--- config.mk ---
export PLATFORM = sky130hd
export DESIGN_NAME = mon_dff
export DESIGN_NICKNAME = d
export VERILOG_FILES = /design/src/rtl/mon_dff_pkg.sv /design/src/rtl/mon_dff_fifo.sv /design/src/rtl/mon_dff.sv
export SDC_FILE = /design/constraint.sdc
export NUM_CORES = 1
export LEC_CHECK = 0
export BUFFER_PORTS_ARGS = -buffer_cell sky130_fd_sc_hd__buf_2
export CORE_MARGIN = 2
export CORE_UTILIZATION = 35
export CTS_BUF_LIST = sky130_fd_sc_hd__clkbuf_16
export DETAILED_ROUTE_END_ITERATION = 12
export RECOVER_POWER = 100
export SLEW_MARGIN = 0
export SYNTH_ARGS = -nofsm -noshare
export SYNTH_HDL_FRONTEND = slang
export SYNTH_SLANG_ARGS = --single-unit
--- constraint.sdc ---
create_clock -name clk -period 4.8 [get_ports clk]
set_clock_uncertainty 0.05 [all_clocks]
set_input_delay 0.24 -clock clk [delete_from_list [all_inputs] [get_ports clk]]
set_output_delay 0.24 -clock clk [all_outputs]
set_load 0.01 [all_outputs]
--- src/rtl/mon_dff_pkg.sv ---
// rtl/mon_dff_pkg.sv - shared types for the serial capture monitor
package mon_dff_pkg;
    localparam int WORD_W = 32;

    typedef logic [WORD_W-1:0] uint32_t;

    typedef enum logic [1:0] {
        IDLE      = 2'd0,
        WAIT_SYNC = 2'd1,
        CAPT      = 2'd2
    } state_t;

    localparam logic [4:0] LAST_BIT = 5'd31;
endpackage

--- src/rtl/mon_dff_fifo.sv ---
// rtl/mon_dff_fifo.sv - capture word FIFO with occupancy counter
module mon_fifo
    import mon_dff_pkg::*;
#(
    parameter int DEPTH = 8
) (
    input  logic       clk,
    input  logic       rst,
    input  logic       flush,
    input  logic       push,
    input  uint32_t    push_data,
    input  logic       pop,
    output uint32_t    pop_data,
    output logic [4:0] count,
    output logic       full,
    output logic       empty
);
    localparam int AW = $clog2(DEPTH);

    uint32_t        mem_q [DEPTH];
    logic [AW-1:0]  wr_ptr_q, wr_ptr_d;
    logic [AW-1:0]  rd_ptr_q, rd_ptr_d;
    logic [4:0]     count_q, count_d;
    logic           push_ok, pop_ok;

    assign full     = (count_q == 5'(DEPTH));
    assign empty    = (count_q == 5'd0);
    assign count    = count_q;
    assign pop_data = mem_q[rd_ptr_q];

    // A push into a full FIFO is still taken when a pop frees the slot on the same edge.
    assign pop_ok   = pop && !empty && !flush;
    assign push_ok  = push && (!full || pop_ok) && !flush;

    always_comb begin
        wr_ptr_d = wr_ptr_q;
        rd_ptr_d = rd_ptr_q;
        count_d  = count_q;
        if (flush) begin
            wr_ptr_d = '0;
            rd_ptr_d = '0;
            count_d  = '0;
        end else begin
            if (push_ok) wr_ptr_d = wr_ptr_q + 1'b1;
            if (pop_ok)  rd_ptr_d = rd_ptr_q + 1'b1;
            case ({push_ok, pop_ok})
                2'b10:   count_d = count_q + 5'd1;
                2'b01:   count_d = count_q - 5'd1;
                default: count_d = count_q;
            endcase
        end
    end

    always_ff @(posedge clk or negedge rst) begin
        if (!rst) begin
            wr_ptr_q <= '0;
            rd_ptr_q <= '0;
            count_q  <= '0;
        end else begin
            wr_ptr_q <= wr_ptr_d;
            rd_ptr_q <= rd_ptr_d;
            count_q  <= count_d;
        end
    end

    always_ff @(posedge clk) begin
        if (push_ok) mem_q[wr_ptr_q] <= push_data;
    end
endmodule

--- src/rtl/mon_dff.sv ---
// rtl/mon_dff.sv - serial bit monitor: sync detect, 32-bit word assembly, FIFO readout
module mon_dff
    import mon_dff_pkg::*;
#(
    parameter int ID    = 1,
    parameter int DEPTH = 8
) (
    input  logic        clk,
    input  logic        rst,
    input  logic        dout,
    input  logic        cap_en,
    input  logic        flush,
    input  logic        rd_req,
    output logic [31:0] rd_data,
    output logic        rd_valid,
    output logic [4:0]  word_cnt,
    output logic        ovf,
    output logic [15:0] ovf_cnt
);
    state_t      state_q, state_d;
    logic [4:0]  bit_cnt_q, bit_cnt_d;
    uint32_t     asm_q, asm_d;
    uint32_t     rd_data_q, rd_data_d;
    logic        rd_valid_q, rd_valid_d;
    logic        ovf_q, ovf_d;
    logic [15:0] ovf_cnt_q, ovf_cnt_d;
    logic        push, pop;
    uint32_t     fifo_data;
    logic        fifo_full, fifo_empty;

    mon_fifo #(.DEPTH(DEPTH)) u_fifo (
        .clk       (clk),
        .rst       (rst),
        .flush     (flush),
        .push      (push),
        .push_data (asm_d),
        .pop       (pop),
        .pop_data  (fifo_data),
        .count     (word_cnt),
        .full      (fifo_full),
        .empty     (fifo_empty)
    );

    always_comb begin
        state_d    = state_q;
        bit_cnt_d  = bit_cnt_q;
        asm_d      = asm_q;
        rd_data_d  = rd_data_q;
        rd_valid_d = 1'b0;
        ovf_d      = ovf_q;
        ovf_cnt_d  = ovf_cnt_q;
        push       = 1'b0;
        pop        = 1'b0;
        if (flush) begin
            state_d   = IDLE;
            bit_cnt_d = '0;
            ovf_d     = 1'b0;
            ovf_cnt_d = '0;
        end else begin
            case (state_q)
                IDLE: begin
                    if (cap_en) state_d = WAIT_SYNC;
                end
                WAIT_SYNC: begin
                    if (!cap_en) begin
                        state_d = IDLE;
                    end else if (dout) begin
                        state_d   = CAPT;
                        bit_cnt_d = '0;
                    end
                end
                CAPT: begin
                    if (!cap_en) begin
                        state_d   = IDLE;
                        bit_cnt_d = '0;
                    end else begin
                        // asm_d carries the final bit so the pushed word is complete this cycle.
                        asm_d[bit_cnt_q] = dout;
                        bit_cnt_d        = bit_cnt_q + 5'd1;
                        push             = (bit_cnt_q == LAST_BIT);
                    end
                end
                default: begin
                    state_d   = IDLE;
                    bit_cnt_d = '0;
                end
            endcase

            pop = rd_req && !fifo_empty;
            if (pop) begin
                rd_valid_d = 1'b1;
                rd_data_d  = fifo_data;
            end
            if (push && fifo_full && !pop) begin
                ovf_d = 1'b1;
                if (ovf_cnt_q != 16'hFFFF) ovf_cnt_d = ovf_cnt_q + 16'd1;
            end
        end
    end

    always_ff @(posedge clk or negedge rst) begin
        if (!rst) begin
            state_q    <= IDLE;
            bit_cnt_q  <= '0;
            asm_q      <= '0;
            rd_data_q  <= '0;
            rd_valid_q <= 1'b0;
            ovf_q      <= 1'b0;
            ovf_cnt_q  <= '0;
        end else begin
            state_q    <= state_d;
            bit_cnt_q  <= bit_cnt_d;
            asm_q      <= asm_d;
            rd_data_q  <= rd_data_d;
            rd_valid_q <= rd_valid_d;
            ovf_q      <= ovf_d;
            ovf_cnt_q  <= ovf_cnt_d;
        end
    end

    assign rd_data  = rd_data_q;
    assign rd_valid = rd_valid_q;
    assign ovf      = ovf_q;
    assign ovf_cnt  = ovf_cnt_q;
endmodule

==> results of run 1 <==
worst max path at each step:
stage	depth (start not counted)	to	start	slack (ns)
2_1_floorplan	8	u_fifo.mem_q[0][0]	bit_cnt_q[2]	0.73
3_3_place_gp	8	u_fifo.mem_q[2][10]	flush	1.67
3_5_place_dp	8	u_fifo.mem_q[3][10]	flush	1.57
4_1_cts	9	u_fifo.mem_q[3][1]	bit_cnt_q[0]	1.66
5_1_grt	3	asm_q[1]	rst	0.76
6_report	9	ovf_cnt[9]	bit_cnt_q[0]	1.15
layout make-up:
cell class                 instances  area, um2
clock buffer                      39      975.9
timing repair buffer              75      334.1
inverter                          16      60.06
clock inverter                    33      265.3
tap                              532      665.6
multi-input combinational        407       3790
fill                            3728      24270
sequential                       356      10200
cell families after synthesis:
| family | share of synthesized area |
|---|---|
| AND/OR/NAND/NOR | 0.06149 |
| XOR/XNOR | 0.007971 |
| multiplexers | 0.1568 |
| flip-flops | 0.7134 |
| buffers and inverters | 0.01866 |
| adder cells (fa/ha/maj) | 0.01104 |
| AO/OA/AOI/OAI | 0.03066 |
power groups by stage:
stage | Combinational [W] | Clock [W] | Sequential, W
floorplan | 0.000622 | 0 | 0.00366
global placement | 0.000867 | 0 | 0.00375
detailed placement | 0.000874 | 0 | 0.00375
CTS | 0.000877 | 0.00297 | 0.00369
global route | 0.000874 | 0.00311 | 0.00372
finish | 0.000774 | 0.00290 | 0.00368
worst max-delay path: cells and delay by family (launching register included):
kind            cells  cell delay [ns]
compound gates      1             1.04
mux                 1             0.35
fa+ha+maj           2             0.40
buf+inv             1             0.07
simple gates        4             1.18
flops               1             0.44
flip-flops by register name, summed over array words and instances (netlist names), 2 cells and up:
name             count
bit_cnt_q            5
u_fifo.mem_q       256
u_fifo.wr_ptr_q      3
u_fifo.rd_ptr_q      3
rd_data             32
u_fifo.count         5
ovf_cnt             16
asm_q               32
state_q              2
metrics by stage:
stage	instance area [um2]	worst slack [ns]	power [W]	instances	hold WS, ns
5_1_grt	16290	0.7594	0.007706	1458	0.1358
6_report	16290	1.150	0.007356	1458	0.1267
2_1_floorplan	14280	0.7308	0.004284	820	-0.1056
4_1_cts	16480	1.663	0.007538	1458	0.1366
3_5_place_dp	15220	1.569	0.004625	1384	0.4117
3_3_place_gp	15220	1.670	0.004617	1384	0.4074
synthesized netlist by cell type, types with 2 or more instances:
| cell type | number |
|---|---|
| a211oi_1 | 3 |
| a21o_1 | 4 |
| a21oi_1 | 10 |
| a22o_1 | 2 |
| a311oi_1 | 2 |
| a31oi_1 | 2 |
| and2_1 | 4 |
| and3_1 | 5 |
| and3b_1 | 2 |
| buf_1 | 3 |
| buf_2 | 8 |
| buf_6 | 5 |
| clkbuf_1 | 23 |
| dfrtp_1 | 100 |
| edfxtp_1 | 256 |
| ha_1 | 11 |
| inv_1 | 16 |
| mux2_2 | 33 |
| mux2_4 | 5 |
| mux2i_1 | 34 |
| mux4_2 | 64 |
| nand2_1 | 81 |
| nand2b_1 | 5 |
| nand3_1 | 7 |
| nand3b_1 | 3 |
| nand4_1 | 4 |
| nor2_1 | 36 |
| nor3_1 | 6 |
| nor3b_1 | 3 |
| nor4_1 | 5 |
| nor4_4 | 2 |
| o21a_1 | 2 |
| o21ai_0 | 30 |
| o21ai_1 | 8 |
| or3_1 | 2 |
| or4_4 | 2 |
| xnor2_1 | 9 |
| xor2_1 | 4 |
placed cells by master, fill, tap and decap left out, drive strengths merged, types with 6 or more instances in the layout:
cell type  instances
clkbuf           103
mux2i             34
xnor2              9
nor3               6
mux2              39
clkinv            12
nand2             81
nor4               8
nand3              8
inv               31
mux4              64
o21ai             39
buf                9
dfrtp            100
nor2              37
edfxtp           256
ha                11
a21oi             10
what timing repair did:
action | in CTS | in global routing
endpoints found under the hold margin | 71 | 0
hold buffers | 2 | 0
setup buffers | 0 | 0
routing by layer:
layer | vias to the layer above | share of wire
met2 | 94 | 0.48
met5 | - | 0
li1 | 3306 | -
met3 | 38 | 0.036
met1 | 3760 | 0.46
met4 | 0 | 0.018
==> key figures, run 1 <==
Synthesis
  – Post-synthesis sequential area ratio: 0.7134
  – Share of the synthesized area in the top cell type: 0.5382
  – Post-Synthesis Cell Area: 0.01428 mm2
  – Avg Inst Size Synth: about 17 um2
  – Main area contributors after synthesis: edfxtp_1 (54%), dfrtp_1 (18%), mux4_2 (10%)
  – Mapped Cells: between 800 and 900
  – Seq cells post-synth: 356
  – Cell taking the most area after synthesis: edfxtp_1
  – Syn_nets: 838
  – Yosys warnings: 0
  – Asr flop ratio synth: 0.2809
  – Distinct cell type count after synthesis: 57
  – Ys flop type: edfxtp_1
  – Post-synth EDFFs: roughly 260

GRT
  – Grt peak-use layer: met2
  – Vias in the first global route: between 7,000 and 8,000
  – Antenna violations before repair: 0
  – GRT met3 Usage: 0.02696
  – Total global-route track usage: 0.1349
  – Met2 GRT Util: 0.2204
  – Largest net degree at the start of global routing: 71
  – Overflow after GRT: 0
  – Met1 global-route usage: 0.1847
  – Global-route wire length before repair: 43,880 um

Timing
  – Final setup viols: 0
  – FMAX: 0.2740 GHz
  – RSZ-0062 raised after global routing: no
  – Final worst path period need: roughly 3.7 ns
  – Final Slew Violations: 283
  – Rel. slew slack: -0.3190
  – Pin slew with the least headroom to its limit: roughly 2 ns
  – Total Negative Setup Slacks: 0 ns
  – Final-report hold violation count: 0
  – Tcrit/Tclk final: 0.7604

Power
  – Logic pwr share: 0.105
  – Net switching power: 0.001861 W
  – Internal power: between 0.005 and 0.006 W
  – Switching share of power: 0.2531
  – Clock Power Share: 0.395
  – Sequential share of power: 0.500
  – VDD IR-drop max: 0.2380 mV
  – PwrDens: 451.6 mW/mm2
  – Leak pwr: 5.217 nW

Route
  – 1st-pass router iterations: 4
  – DR iter-0 viols: 494
  – Routed WL: roughly 28,000 um
  – ANT nets after route: 0
  – Via Count: ~7,000
  – Vias per cell: between 4 and 5
  – DRC: 0
  – Avg WL per Cell: ~19 um

Setup path
  – Nature of the critical path endpoint: register
  – CP peak stage delay: about 1.0 ns
  – Worst r2r src: bit_cnt_q[0]
  – FF-to-FF setup slack: roughly 1.1 ns
  – Reg-to-Reg End: ovf_cnt[9]
  – R2r worst-path depth: 9
  – Setup crit start kind: register
  – Worst Path Arrival: between 4 and 5 ns
  – CP max-delay cell: a211oi_1
  – Top cell by count, worst path: ha_1
  – Setup CP Type: register to register
  – Max FO, Critical Path: 12
  – Critical Path RT: 5.16 ns
  – Cells along the critical path: ha_1, inv_1, nor2_1, ha_1, and4b_1, nand4b_1, a211oi_1, nand4_1, mux2_1

Outcome
  – Failing checks: capacitance limit, slew limit
  – Status: finished with violations

Worst hold path
  – Hold endpoint: u_fifo.count[4]
  – Min-Delay Path Class: input port to register
  – Worst hold start: rd_req
  – WHS Path Cells: 4

Die
  – Starting density of the core: 0.3522
  – Die Width: about 210 um
  – Row Count: 74
  – I/O pins: a little over 60
  – Core Area: around 0.041 mm2
  – Die H: approximately 210 um
  – Full die area: approximately 0.042 mm2

Place
  – PortBufs: 60
  – RD Place Congestion: ~0.75
  – Post-DP HPWL: between 15,000 and 20,000 um

Clock tree
  – H-tree depth: 2
  – CTS clock-pin slew for the worst setup and hold paths: 0.06 ns
  – Clk_lat worst skew: between 0.5 and 0.6 ns
  – CTS tree: built
  – Max Buffers Root-to-Sink: 3
  – Clock sink count: about 360
  – Resized Gates After CTS: 0
  – CTS buffer count: 39
  – Root Driver: clkbuf_16

Cells and area
  – Synth-to-Final Area Change: 14.02%
  – Final nets: between 900 and 1,000
  – Utilization after layout: 0.4016
  – Antenna cells: 0
  – Share of layout cells above drive strength 1: 0.1620

Run
  – Max-Cap Viols: 8
(Power assumes the default switching activity.)
==> inputs of run 2 (changes only) <==
==> constraint.sdc (replaced) <==
create_clock -name clk -period 3.24 [get_ports clk]
set_clock_uncertainty 0.05 [all_clocks]
set_input_delay 0.162 -clock clk [delete_from_list [all_inputs] [get_ports clk]]
set_output_delay 0.162 -clock clk [all_outputs]
set_load 0.01 [all_outputs]
==> key figures, run 2 (synthesis results as in run 1) <==
Clock tree
  – Clk_lat worst skew: 0.52 ns
  – CTS tree: built
  – Clock sink count: 356
  – Max Buffers Root-to-Sink: 3
  – CTS buffer count: 38
  – Resized Gates After CTS: 0
  – Root Driver: clkbuf_16
  – CTS clock-pin slew for the worst setup and hold paths: approximately 0.06 ns
  – H-tree depth: 2

Timing
  – RSZ-0062 raised after global routing: no
  – Final setup margin: between 0.2 and 0.25 ns
  – Tcrit/Tclk final: 0.9349
  – Final setup viols: 0
  – Final-report hold violation count: 0
  – FMAX: roughly 0.33 GHz
  – Final worst path period need: a little over 3 ns
  – Pin slew with the least headroom to its limit: between 1.5 and 2 ns
  – Total Negative Setup Slacks: 0 ns
  – WHS: around 0.090 ns
  – Final Slew Violations: 66
  – Rel. slew slack: -0.2429

Setup path
  – Setup crit start kind: register
  – CP peak stage delay: approximately 0.45 ns
  – FF-to-FF setup slack: 0.21 ns
  – Worst Path Arrival: 3.38 ns
  – Reg-to-Reg End: u_fifo.count[3]
  – Top cell by count, worst path: ha_1
  – CP max-delay cell: dfrtp_1
  – Nature of the critical path endpoint: register
  – Worst r2r src: bit_cnt_q[0]
  – R2r worst-path depth: 13
  – Cells along the critical path: ha_1, inv_1, nor2_1, ha_1, and4b_2, or3_1, inv_1, ha_1, a21o_1, a21oi_1, xor2_1, nor2_1, mux2_1
  – Buf/Inv on CP: 2
  – Setup CP Type: register to register
  – Top cell family by delay on the critical path: simple AND/OR/NAND/NOR gates
  – Max FO, Critical Path: 7
  – Critical Path RT: around 3.6 ns

Power
  – Leak pwr: approximately 5.3 nW
  – Design Power: around 0.011 W
  – PwrDens: between 600 and 700 mW/mm2
  – VDD IR-drop max: about 0.4 mV

GRT
  – Global-route wire length before repair: ~46,000 um
  – Antenna violations before repair: 0
  – Total global-route track usage: 0.1422
  – Overflow after GRT: 0
  – Vias in the first global route: approximately 7,500
  – Largest net degree at the start of global routing: 67

Die
  – Die H: slightly above 200 um
  – I/O pins: 61
  – Starting density of the core: 0.3522
  – Die Width: 206.0 um
  – Full die area: around 0.042 mm2
  – Row Count: 74
  – Core Area: 0.04055 mm2

Worst hold path
  – Worst hold start: rd_req
  – Hold endpoint: u_fifo.count[4]
  – Min-Delay Path Class: input port to register
  – WHS Path Cells: 4

Route
  – 1st-pass router iterations: 4
  – ANT nets after route: 0
  – Avg WL per Cell: 20.01 um
  – DR iter-0 viols: 433
  – DRC: 0
  – Vias per cell: approximately 5
  – Routed WL: 29,430 um
  – Via Count: between 7,000 and 8,000

Cells and area
  – Final nets: ~930
  – Max reg flops: 256
  – Final std cells w/o fill: roughly 1,500
  – Antenna cells: 0
  – Synth-to-Final Area Change: 15.15%
  – Most common cell after layout, fill and taps aside: edfxtp_1
  – Largest register by flop count: u_fifo.mem_q
  – Share of layout cells above drive strength 1: 0.1789
  – Commonest cells after routing, fill and taps aside: edfxtp_1 (256), dfrtp_1 (97), nand2_1 (81)

Place
  – Placed insts: between 1,000 and 1,500
  – RD Place Congestion: between 0.7 and 0.8
  – Post-DP HPWL: between 15,000 and 20,000 um
  – PortBufs: 60
  – Dpl ws: about 0.26 ns

Outcome
  – Failing checks: capacitance limit, slew limit
  – Status: finished with violations

Run
  – Max-Cap Viols: 1
==> run 2: changes by cell type in the layout (fill, tap and decap cells not counted), sizes merged <==
cell	change
buf	+8
inv	-4
bufinv	-1
clkbuf	+9
clkinvlp	-2
clkinv	+3
==> run 2: layout make-up <==
class | count | area (um2)
inverter | 16 | 60.06
tap | 532 | 665.6
sequential | 356 | 10200
clock inverter | 29 | 202.7
multi-input combinational | 407 | 3851
timing repair buffer | 92 | 495.5
clock buffer | 39 | 975.9
fill | 3730 | 24110
==> run 2: worst reg2reg max path, stage by stage (launching register included) <==
cell and delay [ns]:
dfrtp_1 0.45, ha_1 0.22, inv_1 0.08, nor2_1 0.05, ha_1 0.20, and4b_2 0.26, or3_1 0.38, inv_1 0.13
ha_1 0.24, a21o_1 0.18, a21oi_1 0.17, xor2_1 0.16, nor2_1 0.05, mux2_1 0.29
==> run 2: through the flow <==
stage / util / cell area [um2]
detailed placement: 0.3812 / 15460
global route: 0.4056 / 16450
CTS: 0.4107 / 16660
finish: 0.4056 / 16450
floorplan: - / 14290
global placement: 0.3812 / 15460
==> run 2: worst max path at each step <==
stage	startpoint	depth (start not counted)	end	slack, ns
2_1_floorplan	bit_cnt_q[2]	8	u_fifo.mem_q[6][0]	0.03
3_3_place_gp	bit_cnt_q[0]	13	u_fifo.count[3]	0.25
3_5_place_dp	bit_cnt_q[0]	13	u_fifo.count[3]	0.26
4_1_cts	bit_cnt_q[0]	13	u_fifo.count[3]	0.23
5_1_grt	bit_cnt_q[0]	11	ovf_cnt[9]	0.05
6_report	bit_cnt_q[0]	13	u_fifo.count[3]	0.21
==> run 2: power by group <==
| group | total, W | switching (W) | internal, W | leakage, nW |
|---|---|---|---|---|
| clock network | 0.00413 | 0.00172 | 0.00241 | 0.623 |
| logic | 0.00133 | 0.000738 | 0.000588 | 1.39 |
| registers | 0.00534 | 0.000255 | 0.00508 | 3.32 |
==> run 2: routing by layer <==
metal / up-vias / wire (um) / global-route usage
met4: 0 / 502 / 0.03699
met5: - / 0 / 0
li1: 3333 / - / -
met1: 3776 / 13350 / 0.1953
met2: 108 / 14490 / 0.2353
met3: 41 / 1085 / 0.02397
==> run 2: repair_timing <==
item	CTS	global route
buffers inserted	0	0
endpoints found under the hold margin	67	0
hold buffers	2	0
